`src/rtl/i2s_rx_stereo.sv`:
```
// Stereo I2S receiver: oversamples sck/ws/data on the system clock, assembles
// left/right words and presents them as one frame over a valid/ready handshake.
module i2s_rx_stereo #(
  parameter int DATA_WIDTH  = 24,
  parameter int LSB_FIRST   = 0,
  parameter int I2S_DELAY   = 1,
  parameter int SYNC_STAGES = 2
) (
  input  logic                  clock,
  input  logic                  reset,
  input  logic                  enable,
  input  logic                  sck,
  input  logic                  ws,
  input  logic                  serial_in,
  output logic [DATA_WIDTH-1:0] left_data,
  output logic [DATA_WIDTH-1:0] right_data,
  output logic                  frame_valid,
  input  logic                  frame_ready,
  output logic                  overrun
);

  localparam int CW = $clog2(DATA_WIDTH + 1);
  localparam logic [CW-1:0] CNT_MAX = CW'(DATA_WIDTH);
  localparam logic [DATA_WIDTH-1:0] LSB_ONE = {{(DATA_WIDTH-1){1'b0}}, 1'b1};
  localparam logic [DATA_WIDTH-1:0] MSB_ONE = {1'b1, {(DATA_WIDTH-1){1'b0}}};

  typedef enum logic [1:0] {IDLE, LEFT, RIGHT} state_t;

  logic [SYNC_STAGES-1:0] sck_sync_q, ws_sync_q, sd_sync_q;
  logic                   sck_last_q;
  logic                   ev_q, ws_ev_q, sd_ev_q;
  logic                   ws_prev_q, ch_prev_q;
  state_t                 state_q, state_d;
  logic [DATA_WIDTH-1:0]  shift_q, shift_d;
  logic [DATA_WIDTH-1:0]  lword_q, lword_d;
  logic [CW-1:0]          cnt_q, cnt_d;
  logic [DATA_WIDTH-1:0]  left_q, left_d, right_q, right_d;
  logic                   valid_q, valid_d, ovr_q, ovr_d;
  logic                   ch, boundary, commit;

  // Slot words start cleared, so placing a bit is a plain OR of a one-hot mask.
  function automatic logic [DATA_WIDTH-1:0] place(input logic [DATA_WIDTH-1:0] w,
                                                  input logic [CW-1:0] k,
                                                  input logic b);
    logic [DATA_WIDTH-1:0] m;
    m = (LSB_FIRST != 0) ? (LSB_ONE << k) : (MSB_ONE >> k);
    return b ? (w | m) : w;
  endfunction

  assign ch       = (I2S_DELAY != 0) ? ws_prev_q : ws_ev_q;
  assign boundary = (ch != ch_prev_q);

  always_ff @(posedge clock or posedge reset) begin
    if (reset) begin
      sck_sync_q <= '0;
      ws_sync_q  <= '0;
      sd_sync_q  <= '0;
      sck_last_q <= 1'b0;
      ev_q       <= 1'b0;
      ws_ev_q    <= 1'b0;
      sd_ev_q    <= 1'b0;
      ws_prev_q  <= 1'b0;
      ch_prev_q  <= 1'b0;
    end else begin
      sck_sync_q <= {sck_sync_q[SYNC_STAGES-2:0], sck};
      ws_sync_q  <= {ws_sync_q[SYNC_STAGES-2:0], ws};
      sd_sync_q  <= {sd_sync_q[SYNC_STAGES-2:0], serial_in};
      sck_last_q <= sck_sync_q[SYNC_STAGES-1];
      ev_q       <= sck_sync_q[SYNC_STAGES-1] & ~sck_last_q;
      ws_ev_q    <= ws_sync_q[SYNC_STAGES-1];
      sd_ev_q    <= sd_sync_q[SYNC_STAGES-1];
      if (ev_q) begin
        ws_prev_q <= ws_ev_q;
        ch_prev_q <= ch;
      end
    end
  end

  always_comb begin
    state_d = state_q;
    shift_d = shift_q;
    cnt_d   = cnt_q;
    lword_d = lword_q;
    commit  = 1'b0;
    if (!enable) begin
      state_d = IDLE;
      shift_d = '0;
      cnt_d   = '0;
    end else if (ev_q) begin
      case (state_q)
        IDLE: begin
          if (boundary && !ch) begin
            state_d = LEFT;
            shift_d = place('0, '0, sd_ev_q);
            cnt_d   = CW'(1);
          end
        end
        LEFT, RIGHT: begin
          if (boundary) begin
            // Into right latches the left word; into left commits the frame.
            if (state_q == LEFT) lword_d = shift_q;
            else                 commit  = 1'b1;
            state_d = (state_q == LEFT) ? RIGHT : LEFT;
            shift_d = place('0, '0, sd_ev_q);
            cnt_d   = CW'(1);
          end else if (cnt_q < CNT_MAX) begin
            shift_d = place(shift_q, cnt_q, sd_ev_q);
            cnt_d   = cnt_q + CW'(1);
          end
        end
        default: state_d = IDLE;
      endcase
    end
  end

  always_comb begin
    left_d  = left_q;
    right_d = right_q;
    valid_d = valid_q;
    ovr_d   = 1'b0;
    if (commit) begin
      left_d  = lword_q;
      right_d = shift_q;
      valid_d = 1'b1;
      ovr_d   = valid_q & ~frame_ready;
    end else if (valid_q && frame_ready) begin
      valid_d = 1'b0;
    end
  end

  always_ff @(posedge clock or posedge reset) begin
    if (reset) begin
      state_q <= IDLE;
      shift_q <= '0;
      lword_q <= '0;
      cnt_q   <= '0;
      left_q  <= '0;
      right_q <= '0;
      valid_q <= 1'b0;
      ovr_q   <= 1'b0;
    end else begin
      state_q <= state_d;
      shift_q <= shift_d;
      lword_q <= lword_d;
      cnt_q   <= cnt_d;
      left_q  <= left_d;
      right_q <= right_d;
      valid_q <= valid_d;
      ovr_q   <= ovr_d;
    end
  end

  assign left_data   = left_q;
  assign right_data  = right_q;
  assign frame_valid = valid_q;
  assign overrun     = ovr_q;

endmodule
```
`config.mk`:
```
export PLATFORM = sky130hd
export DESIGN_NAME = i2s_rx_stereo
export DESIGN_NICKNAME = d
export VERILOG_FILES = /design/src/rtl/i2s_rx_stereo.sv
export SDC_FILE = /design/constraint.sdc
export NUM_CORES = 1
export LEC_CHECK = 0
export ABC_AREA = 1
export CAP_MARGIN = 15
export CORE_UTILIZATION = 51
export CTS_CLUSTER_SIZE = 30
export DETAILED_ROUTE_END_ITERATION = 16
export PLACE_DENSITY_LB_ADDON = 0.3
export SETUP_SLACK_MARGIN = 0.05
export SYNTH_ARGS = -nofsm -noshare
export SYNTH_HDL_FRONTEND = slang
export SYNTH_SLANG_ARGS = --single-unit
```
`constraint.sdc`:
```
create_clock -name clock -period 10.2 [get_ports clock]
set_input_delay 1.02 -clock clock [delete_from_list [all_inputs] [get_ports clock]]
set_output_delay 1.02 -clock clock [all_outputs]
set_load 0.005 [all_outputs]
```
==> Word level (Yosys, flattened, before mapping) <==
Index checks and enable logic that the tools add are counted.
{ "totals": {"register_bits": 117, "input_bits": 7, "out_inout_bits": 50, "wordCells": 72} }
{ "op_classes": {"add_sub_neg": 1, "n_lt_le_gt_ge": 1, "n_eq_ne": 9, "n_shift": 1, "mux": 28, "n_bitwise": 5, "reduce_logical": 10} }
{ "ops": {"columns": ["op", "n"], "rows": [
  ["$mux 24", 7],
  ["$pmux 24 s2", 1],
  ["$mux 5", 5],
  ["$or 24x24->24", 1],
  ["$shr 24x5->24 const A", 1],
  ["$mux 2", 5],
  ["$pmux 5 s2", 1],
  ["$reduce_and 5->1", 2],
  ["$mux 1", 8],
  ["$ne 4x4->1 const B", 2],
  ["$ne 3x3->1 const B", 2],
  ["$add 5x1->5 const B", 1],
  ["$lt 5x5->1 const B", 1],
  ["$pmux 2 s2", 1],
  ["$reduce_and 4->1", 1],
  ["$ne 3x1->1 const B", 1],
  ["$reduce_and 3->1", 1],
  ["$and 1x1->1", 2],
  ["$eq 2x1->1 const B", 1],
  ["$eq 2x2->1 const B", 1],
  ["$logic_and 1x1->1", 2],
  ["$logic_not 2->1", 1],
  ["$ne 2x1->1 const B", 1],
  ["$not 1->1", 2],
  ["4 further kinds", 4]
]} }

==> Longest topological paths before layout <==
Gate-level depths: netlist of the first run.
{ "depth": {"word_depth": 8, "depth_mapped": 10} }

==> Least setup slack after synthesis of the first run <==
OpenSTA, ideal clock, no wires.
{ "synth_timing": {"path_type": "input -> register", "from": "input port enable", "to": "register left_q[0] (netlist: left_data[0])", "setup_time_ns": 0.125, "t_arrival_ns": 1.892, "required_time_ns": 10.075, "setup_slack_ns": 8.183, "stages": 7, "path_buffers": 3, "path_cell_list": "buf_6 > inv_4 > nor2_4 > nand3_2 > buf_6 > buf_6 > mux2_4"} }
{ "synth_between": {"elab_chain_len": 1} }
{ "synth_lines": {"columns": ["item", "line", "rtl"], "rows": [
  ["start: declaration", "11", "input logic enable,"],
  ["$mux 1", "85", "if (!enable) begin"],
  ["end signal: assignment", "146", "left_q <= left_d;"],
  ["end: declaration", "37", "logic [DATA_WIDTH-1:0] left_q, left_d, right_q, right_d;"]
]} }
No other way between the ends.
A chain may end at the register's enable or synchronous reset.

==> Worst setup path after layout of the first run <==
{ "layout_timing": {"from": "input port enable", "to": "register shift_q[14]"} }
{ "layout_between": {"elab_chain_len": 2, "word_cells_on_any_way": 7, "cone_classes": "eq/ne (5); mux (1); reduce/logical (1)"} }
{ "layout_lines": {"columns": ["item", "line", "rtl"], "rows": [
  ["$ne 4x4->1 (no line), or another cell as far along", null, null],
  ["$reduce_and 5->1 (no line)", null, null],
  ["end signal: assignment", "143", "shift_q <= shift_d;"],
  ["end: declaration", "34", "logic [DATA_WIDTH-1:0] shift_q, shift_d;"]
]} }
Parallel ways exist; a longest one is shown, timed or not.

==> impl_metrics.py, run 1 <==
metrics = {
    "cts": {
        "numCtsBuffers": 17,
        "cts-htree-levels": 4,
        "post_cts_hold_buffer_count": 0,
        "clk-insertion-delay-late_ps": 500,
        "cts-resized-gates": 0,
        "clkSinkCount": 117,
        "clk_pin_slew_worst_paths_ps": 60,
        "cts_tree": "yes",
        "cts-root-buf": "clkbuf_8",
        "cts_buffer_depth": 2,
        "number_of_setup_buffers_added_after_cts": 0,
    },
    "run_status": {
        "run_status": "finished clean",
    },
    "synth": {
        "synthesis.nets": 518,
        "yosysWarningCount": 0,
        "seq_area_frac_synth_pct": 58.7,
        "post_synth_num_cell_types": 23,
        "synth.cell_area_um2": 4980,
        "synthesis.instances": 500,
        "ys_seq_elements": 117,
        "avgSynthCellArea_um2": 9.97,
    },
    "layout": {
        "final_common_cell": "dfrtp_1",
        "areaGrowthSynthToFinish_pct": 24.2,
        "diodes": 0,
        "layout.cells.most_common_list": "dfrtp_1, nand2_1, o21ai_0, clkdlybuf4s50_1, inv_1",
        "ratio_of_cells_with_drive_above_1_in_the_final_layout_pct": 11.2,
        "finalNetCount": 568,
    },
    "worst_setup_path": {
        "timing.critical_path.from": "enable",
        "critical_path.cell_chain": "clkdlybuf4s50_1, nand3_1, nor2_1, nor2_1, nand2_1, buf_8, o21ai_0",
        "maximum_fanout_along_the_worst_path": 30,
        "critical_path.n_buffers_inverters": 2,
        "crit_type": "in2reg",
        "setup.worst_path.start_class": "input pin",
        "cell_seen_most_often_among_critical_path_stages": "nor2_1",
        "cp_data_arrival_time_ps": 4010,
        "endpoint_kind": "flop",
        "crit_path_top_delay_cell": "clkdlybuf4s50_1",
        "crit_path_max_incr_delay_ps": 960,
        "kind_of_cell_adding_the_most_delay_to_the_critical_path": "simple AND/OR/NAND/NOR gates",
        "required_ps": 10610,
        "regToRegStartpoint": "state_q[1]",
    },
    "route": {
        "ant_nets": 0,
        "post_drt_wl_per_cell_um": 14.1,
        "detail_route.iter0.violations": 334,
        "drt-vias-per-instance": 5.13,
        "drc": 0,
        "via_count": 3540,
        "initial_drt_pass_iterations": 5,
        "postRouteWirelength_um": 9750,
    },
    "floorplanning": {
        "initial_core_util_pct": 53.2,
        "y_dimension_of_the_die_um": 101,
        "die_width_um": 101,
        "io_pins": 57,
        "row_count": 35,
        "die_area_um2": 10200,
        "floorplan.core_area_um2": 9370,
    },
    "placed_design": {
        "gpl.final_weighted_congestion": 0.832,
        "dp.final_hpwl_um": 6140,
        "buffer_ports.inserted": 56,
    },
    "grt": {
        "grt_start_max_net_pins": 76,
        "globalRouteOverflowTotal": 0,
        "antenna_violations_before_repair": 0,
        "grt_pass1_vias": 3377,
        "wire_length_of_the_first_global_routing_pass_um": 16600,
        "grtUsageTotal_pct": 21.3,
    },
    "worst_hold_path": {
        "hold_path.startpoint": "sck_sync_q[0]",
        "min_path_type": "reg2reg",
    },
    "pwr": {
        "leakage_nw": 2.93,
        "combinationalPowerShare_pct": 14.1,
        "power.share.clock_pct": 46.9,
        "switching_power_uw": 346,
        "power_frac_seq_pct": 39.1,
        "intPower_uw": 929,
        "power_density_nw_per_um2": 206,
        "power_switching_share_pct": 27.1,
        "vdd_ir_drop_max_mv": 0.194,
    },
    "run": {
        "drv_cap": 0,
    },
    "sta": {
        "worst_hold_slack_ps": 349,
        "timing_max_transition_violations_final": 0,
        "fmaxAchievable_mhz": 278,
        "hold_violations": 0,
        "final.period_utilization_pct": 35.3,
        "grt_setup_unrepaired": "no",
        "worstMarginPinSlew_ps": 1070,
        "worst_slew_slack_as_a_fraction_of_its_limit_pct": 28.8,
        "period_needed_ps": 3600,
        "finClkSkew_ps": 8.81,
        "totalNegativeSetupSlack_ps": 0,
        "finalSetupViolCount": 0,
    },
}
## cell usage after synthesis (all sizes together)
master | number | area (um2)
dfrtp | 117 | 2930
nand2 | 112 | 420
o21ai | 82 | 410
inv | 50 | 190
nand3 | 27 | 140
mux2 | 24 | 345
nand4 | 23 | 144
nor2 | 16 | 67.6
buf | 15 | 100
clkbuf | 14 | 52.6
ha | 11 | 138
a21oi | 5 | 25.0
clkinv | 1 | 3.75
nor3 | 1 | 5.00
nor3b | 1 | 7.51
o211ai | 1 | 7.51
## area by class of cell
cell class	count	area, um2
inverter	51	196
multi-input combinational	303	1710
tap	129	161
sequential	117	2930
fill	711	3180
clock buffer	17	414
clock inverter	13	183
timing repair buffer	60	598
## through the flow
step	cells	instance area, um2	worst slack, ps	utilization (%)	power (mW)
final	690	6190	6600	66.1	1.27
after global routing	690	6190	6260	66.1	1.34
after CTS	689	6180	6390	65.9	1.28
after detailed placement	659	5580	5940	59.5	0.678
after global placement	659	5580	6090	59.5	0.673
after floorplan	500	4980	6080	-	0.640
## power by group through the flow
stage / Combinational [mW] / Sequential (mW) / Clock (mW)
3_5_place_dp: 0.172 / 0.506 / 0
6_report: 0.179 / 0.498 / 0.597
4_1_cts: 0.174 / 0.498 / 0.605
3_3_place_gp: 0.168 / 0.504 / 0
2_1_floorplan: 0.136 / 0.504 / 0
5_1_grt: 0.205 / 0.500 / 0.630
## routing by layer
metal / track usage, % / up-vias / routed length (um)
li1: - / 1752 / -
met1: 30.1 / 1683 / 4640
met2: 32.0 / 93 / 4600
met3: 6.38 / 12 / 394
met4: 6.24 / 0 / 116
met5: 0 / - / 0
## path summary, 6_finish.rpt
| kind | endpoint | slack (ps) | cells after the start |
|---|---|---|---|
| worst max-delay path | shift_q[14] | 6600 | 7 |
| worst min-delay path | sck_sync_q[1] | 350 | 0 |
| worst max register to register | shift_q[14] | 6980 | 9 |
| worst min register to register | sck_sync_q[1] | 350 | 0 |
| max in group asynchronous | left_data[6] | 8070 | 3 |
| min in group asynchronous | sd_sync_q[0] | 1070 | 2 |
## state kept, by name, summed over array words and instances, names as in the netlist
signal / flops
sd_ev_q: 1
overrun: 1
sck_last_q: 1
ws_ev_q: 1
frame_valid: 1
ev_q: 1
sd_sync_q: 2
shift_q: 24
left_data: 24
lword_q: 24
ch: 1
right_data: 24
ch_prev_q: 1
sck_sync_q: 2
cnt_q: 5
state_q: 2
ws_sync_q: 2
## logic make-up (layout without fill, tap and decap cells)
family | after synthesis | count (layout) | share of synthesized area, %
simple gates | 180 | 180 | 15.7
buf+inv | 80 | 141 | 6.95
fa+ha+maj | 11 | 11 | 2.76
mux | 24 | 24 | 6.93
flops | 117 | 117 | 58.7
compound gates | 88 | 88 | 8.89
## worst register-to-register path, stage by stage (launching register included)
cell	delay, ps
dfrtp_1	370
inv_1	80
ha_1	800
inv_2	110
nand3_1	120
nand3_1	90
nor2_1	470
nand2_1	560
buf_8	340
o21ai_0	200
Power figures use the tool's default switching activity.
==> inputs of run 2 (changes only) <==
==> constraint.sdc (replaced) <==
create_clock -name clock -period 3.7 [get_ports clock]
set_input_delay 0.37 -clock clock [delete_from_list [all_inputs] [get_ports clock]]
set_output_delay 0.37 -clock clock [all_outputs]
set_load 0.005 [all_outputs]
==> run 2 against run 1 <==
  * First-iteration DRC count rose by 4.8%
  * Die area unchanged
  * Clock power up 150%
  * Register-to-register slack lost 5800 ps
  * Sequential cell count stayed put
  * Setup slack lost 5400 ps
  * Cell count grew 0.29%
  * Total power rose to 2.6 times the previous value
  * Sequential power rose to 2.8 times the previous value
  * Critical path type is now reg2reg
  * Largest power group unchanged
==> impl_metrics.py, run 2 (synthesis results as in run 1) <==
metrics = {
    "worst_setup_path": {
        "crit_type": "reg2reg",
        "setup.worst_path.start_class": "flop",
        "maximum_fanout_along_the_worst_path": 55,
        "cp_data_arrival_time_ps": 2930,
        "critical_path.cell_chain": "ha_1, nor2_1, nand3_2, buf_12, mux2_2",
        "crit_path_top_delay_cell": "ha_1",
        "timing.critical_path.from": "ch_prev_q",
        "cp-endpoint": "left_data[21]",
        "worst_r2r_endpoint": "left_data[21]",
        "crit_path_max_incr_delay_ps": 790,
        "reg2reg_setup_slack_ps": 1160,
        "required_ps": 4090,
        "regToRegStartpoint": "ch_prev_q",
        "endpoint_kind": "flop",
        "r2r.worst_path.cells": 5,
    },
    "layout": {
        "layout.cells.most_common_list": "dfrtp_1, nand2_1, o21ai_0, clkdlybuf4s50_1, inv_1",
        "areaGrowthSynthToFinish_pct": 23.8,
        "final_common_cell": "dfrtp_1",
        "diodes": 0,
        "finalNetCount": 570,
        "n_fill_cell": 731,
        "ratio_of_cells_with_drive_above_1_in_the_final_layout_pct": 11.5,
    },
    "sta": {
        "grt_setup_unrepaired": "no",
        "hold_violations": 0,
        "worstMarginPinSlew_ps": 761,
        "setup_slack_of_the_critical_path_after_layout_ps": 1160,
        "period_needed_ps": 2540,
        "totalNegativeSetupSlack_ps": 0,
        "fmaxAchievable_mhz": 394,
        "finClkSkew_ps": 9.52,
        "final.period_utilization_pct": 68.6,
        "timing_max_transition_violations_final": 0,
        "finalSetupViolCount": 0,
        "worst_slew_slack_as_a_fraction_of_its_limit_pct": 49.3,
    },
    "floorplanning": {
        "io_pins": 57,
        "row_count": 35,
        "die_width_um": 101,
        "die_area_um2": 10200,
        "initial_core_util_pct": 53.2,
        "y_dimension_of_the_die_um": 101,
        "floorplan.core_area_um2": 9370,
    },
    "route": {
        "drt-vias-per-instance": 5.18,
        "ant_nets": 0,
        "initial_drt_pass_iterations": 5,
        "drc": 0,
        "postRouteWirelength_um": 9900,
        "via_count": 3587,
        "post_drt_wl_per_cell_um": 14.3,
        "detail_route.iter0.violations": 350,
    },
    "placed_design": {
        "buffer_ports.inserted": 56,
        "place_ws_ps": 914,
        "gpl.final_weighted_congestion": 0.910,
        "dp.final_hpwl_um": 6630,
    },
    "grt": {
        "globalRouteOverflowTotal": 0,
        "wire_length_of_the_first_global_routing_pass_um": 17100,
        "grtUsageTotal_pct": 22.2,
        "antenna_violations_before_repair": 0,
        "grt_start_max_net_pins": 62,
        "grt_pass1_vias": 3501,
    },
    "worst_hold_path": {
        "hold_depth": 1,
        "min_path_type": "in2reg",
        "hold_path.startpoint": "ws",
    },
    "cts": {
        "clk-insertion-delay-late_ps": 510,
        "clk_pin_slew_worst_paths_ps": 50,
        "number_of_setup_buffers_added_after_cts": 0,
        "cts_tree": "yes",
        "post_cts_hold_buffer_count": 0,
        "numCtsBuffers": 17,
        "clkSinkCount": 117,
        "cts_buffer_depth": 2,
        "cts-resized-gates": 0,
        "cts-root-buf": "clkbuf_8",
        "cts-htree-levels": 4,
    },
    "pwr": {
        "leakage_nw": 2.93,
        "vdd_ir_drop_max_mv": 0.466,
        "power_density_nw_per_um2": 542,
    },
    "run_status": {
        "run_status": "finished clean",
    },
    "run": {
        "drv_cap": 0,
    },
}
## run 2: cell count changes in the layout (fill, tap and decap cells not counted), sizes merged
cell      change
clkbuf        +6
bufinv        -4
buf           +2
clkinvlp      -2
clkinv        +1
inv           -1
## run 2: layout make-up
| type | count | area, um2 | share of cell area [%] |
|---|---|---|---|
| repair buffers | 62 | 631 | 10.2 |
| multi-input cells | 303 | 1710 | 27.7 |
| well taps | 129 | 161 | 2.62 |
| inverters | 51 | 196 | 3.18 |
| clock inverters | 7 | 47.5 | 0.770 |
| clock buffers | 23 | 497 | 8.05 |
| flip-flops and latches | 117 | 2930 | 47.4 |
## run 2: stage by stage
stage,power (mW),cell area [um2],utilization (%),std cells,hold WS (ps)
4_1_cts,3.37,6170,65.8,692,283
3_3_place_gp,1.87,5630,60.0,662,334
3_5_place_dp,1.89,5630,60.0,662,336
6_report,3.34,6170,65.8,692,304
2_1_floorplan,1.76,4980,-,500,331
5_1_grt,3.50,6170,65.8,692,308
## run 2: worst min-delay path by stage
| stage | slack, ps | end |
|---|---|---|
| finish | 300 | ws_sync_q[0] |
| floorplan | 330 | sck_sync_q[1] |
| global placement | 330 | ws_ev_q |
| detailed placement | 340 | ws_ev_q |
| CTS | 280 | ws_sync_q[0] |
| global route | 310 | ws_sync_q[0] |
## run 2: power by group
part           switching, mW  total (mW)  internal, mW
Sequential            0.0350        1.37          1.34
Clock                  0.548        1.47         0.919
Combinational          0.360       0.504         0.144
Total                  0.943        3.34          2.40
## run 2: worst max-delay path, delay by kind of cell, from the launching register on
kind | cells | cell delay [ps]
DFF | 1 | 380
muxes | 1 | 370
adders and majority gates | 1 | 790
and+or+nand+nor | 2 | 550
buffers and inverters | 1 | 310
## run 2: layer usage
layer	wire, um	GRT usage [%]	share of wire (%)
met5	0	0	0
met4	145	8.25	1.5
met3	420	6.03	4.2
met2	4540	34.2	46
met1	4790	30.1	48
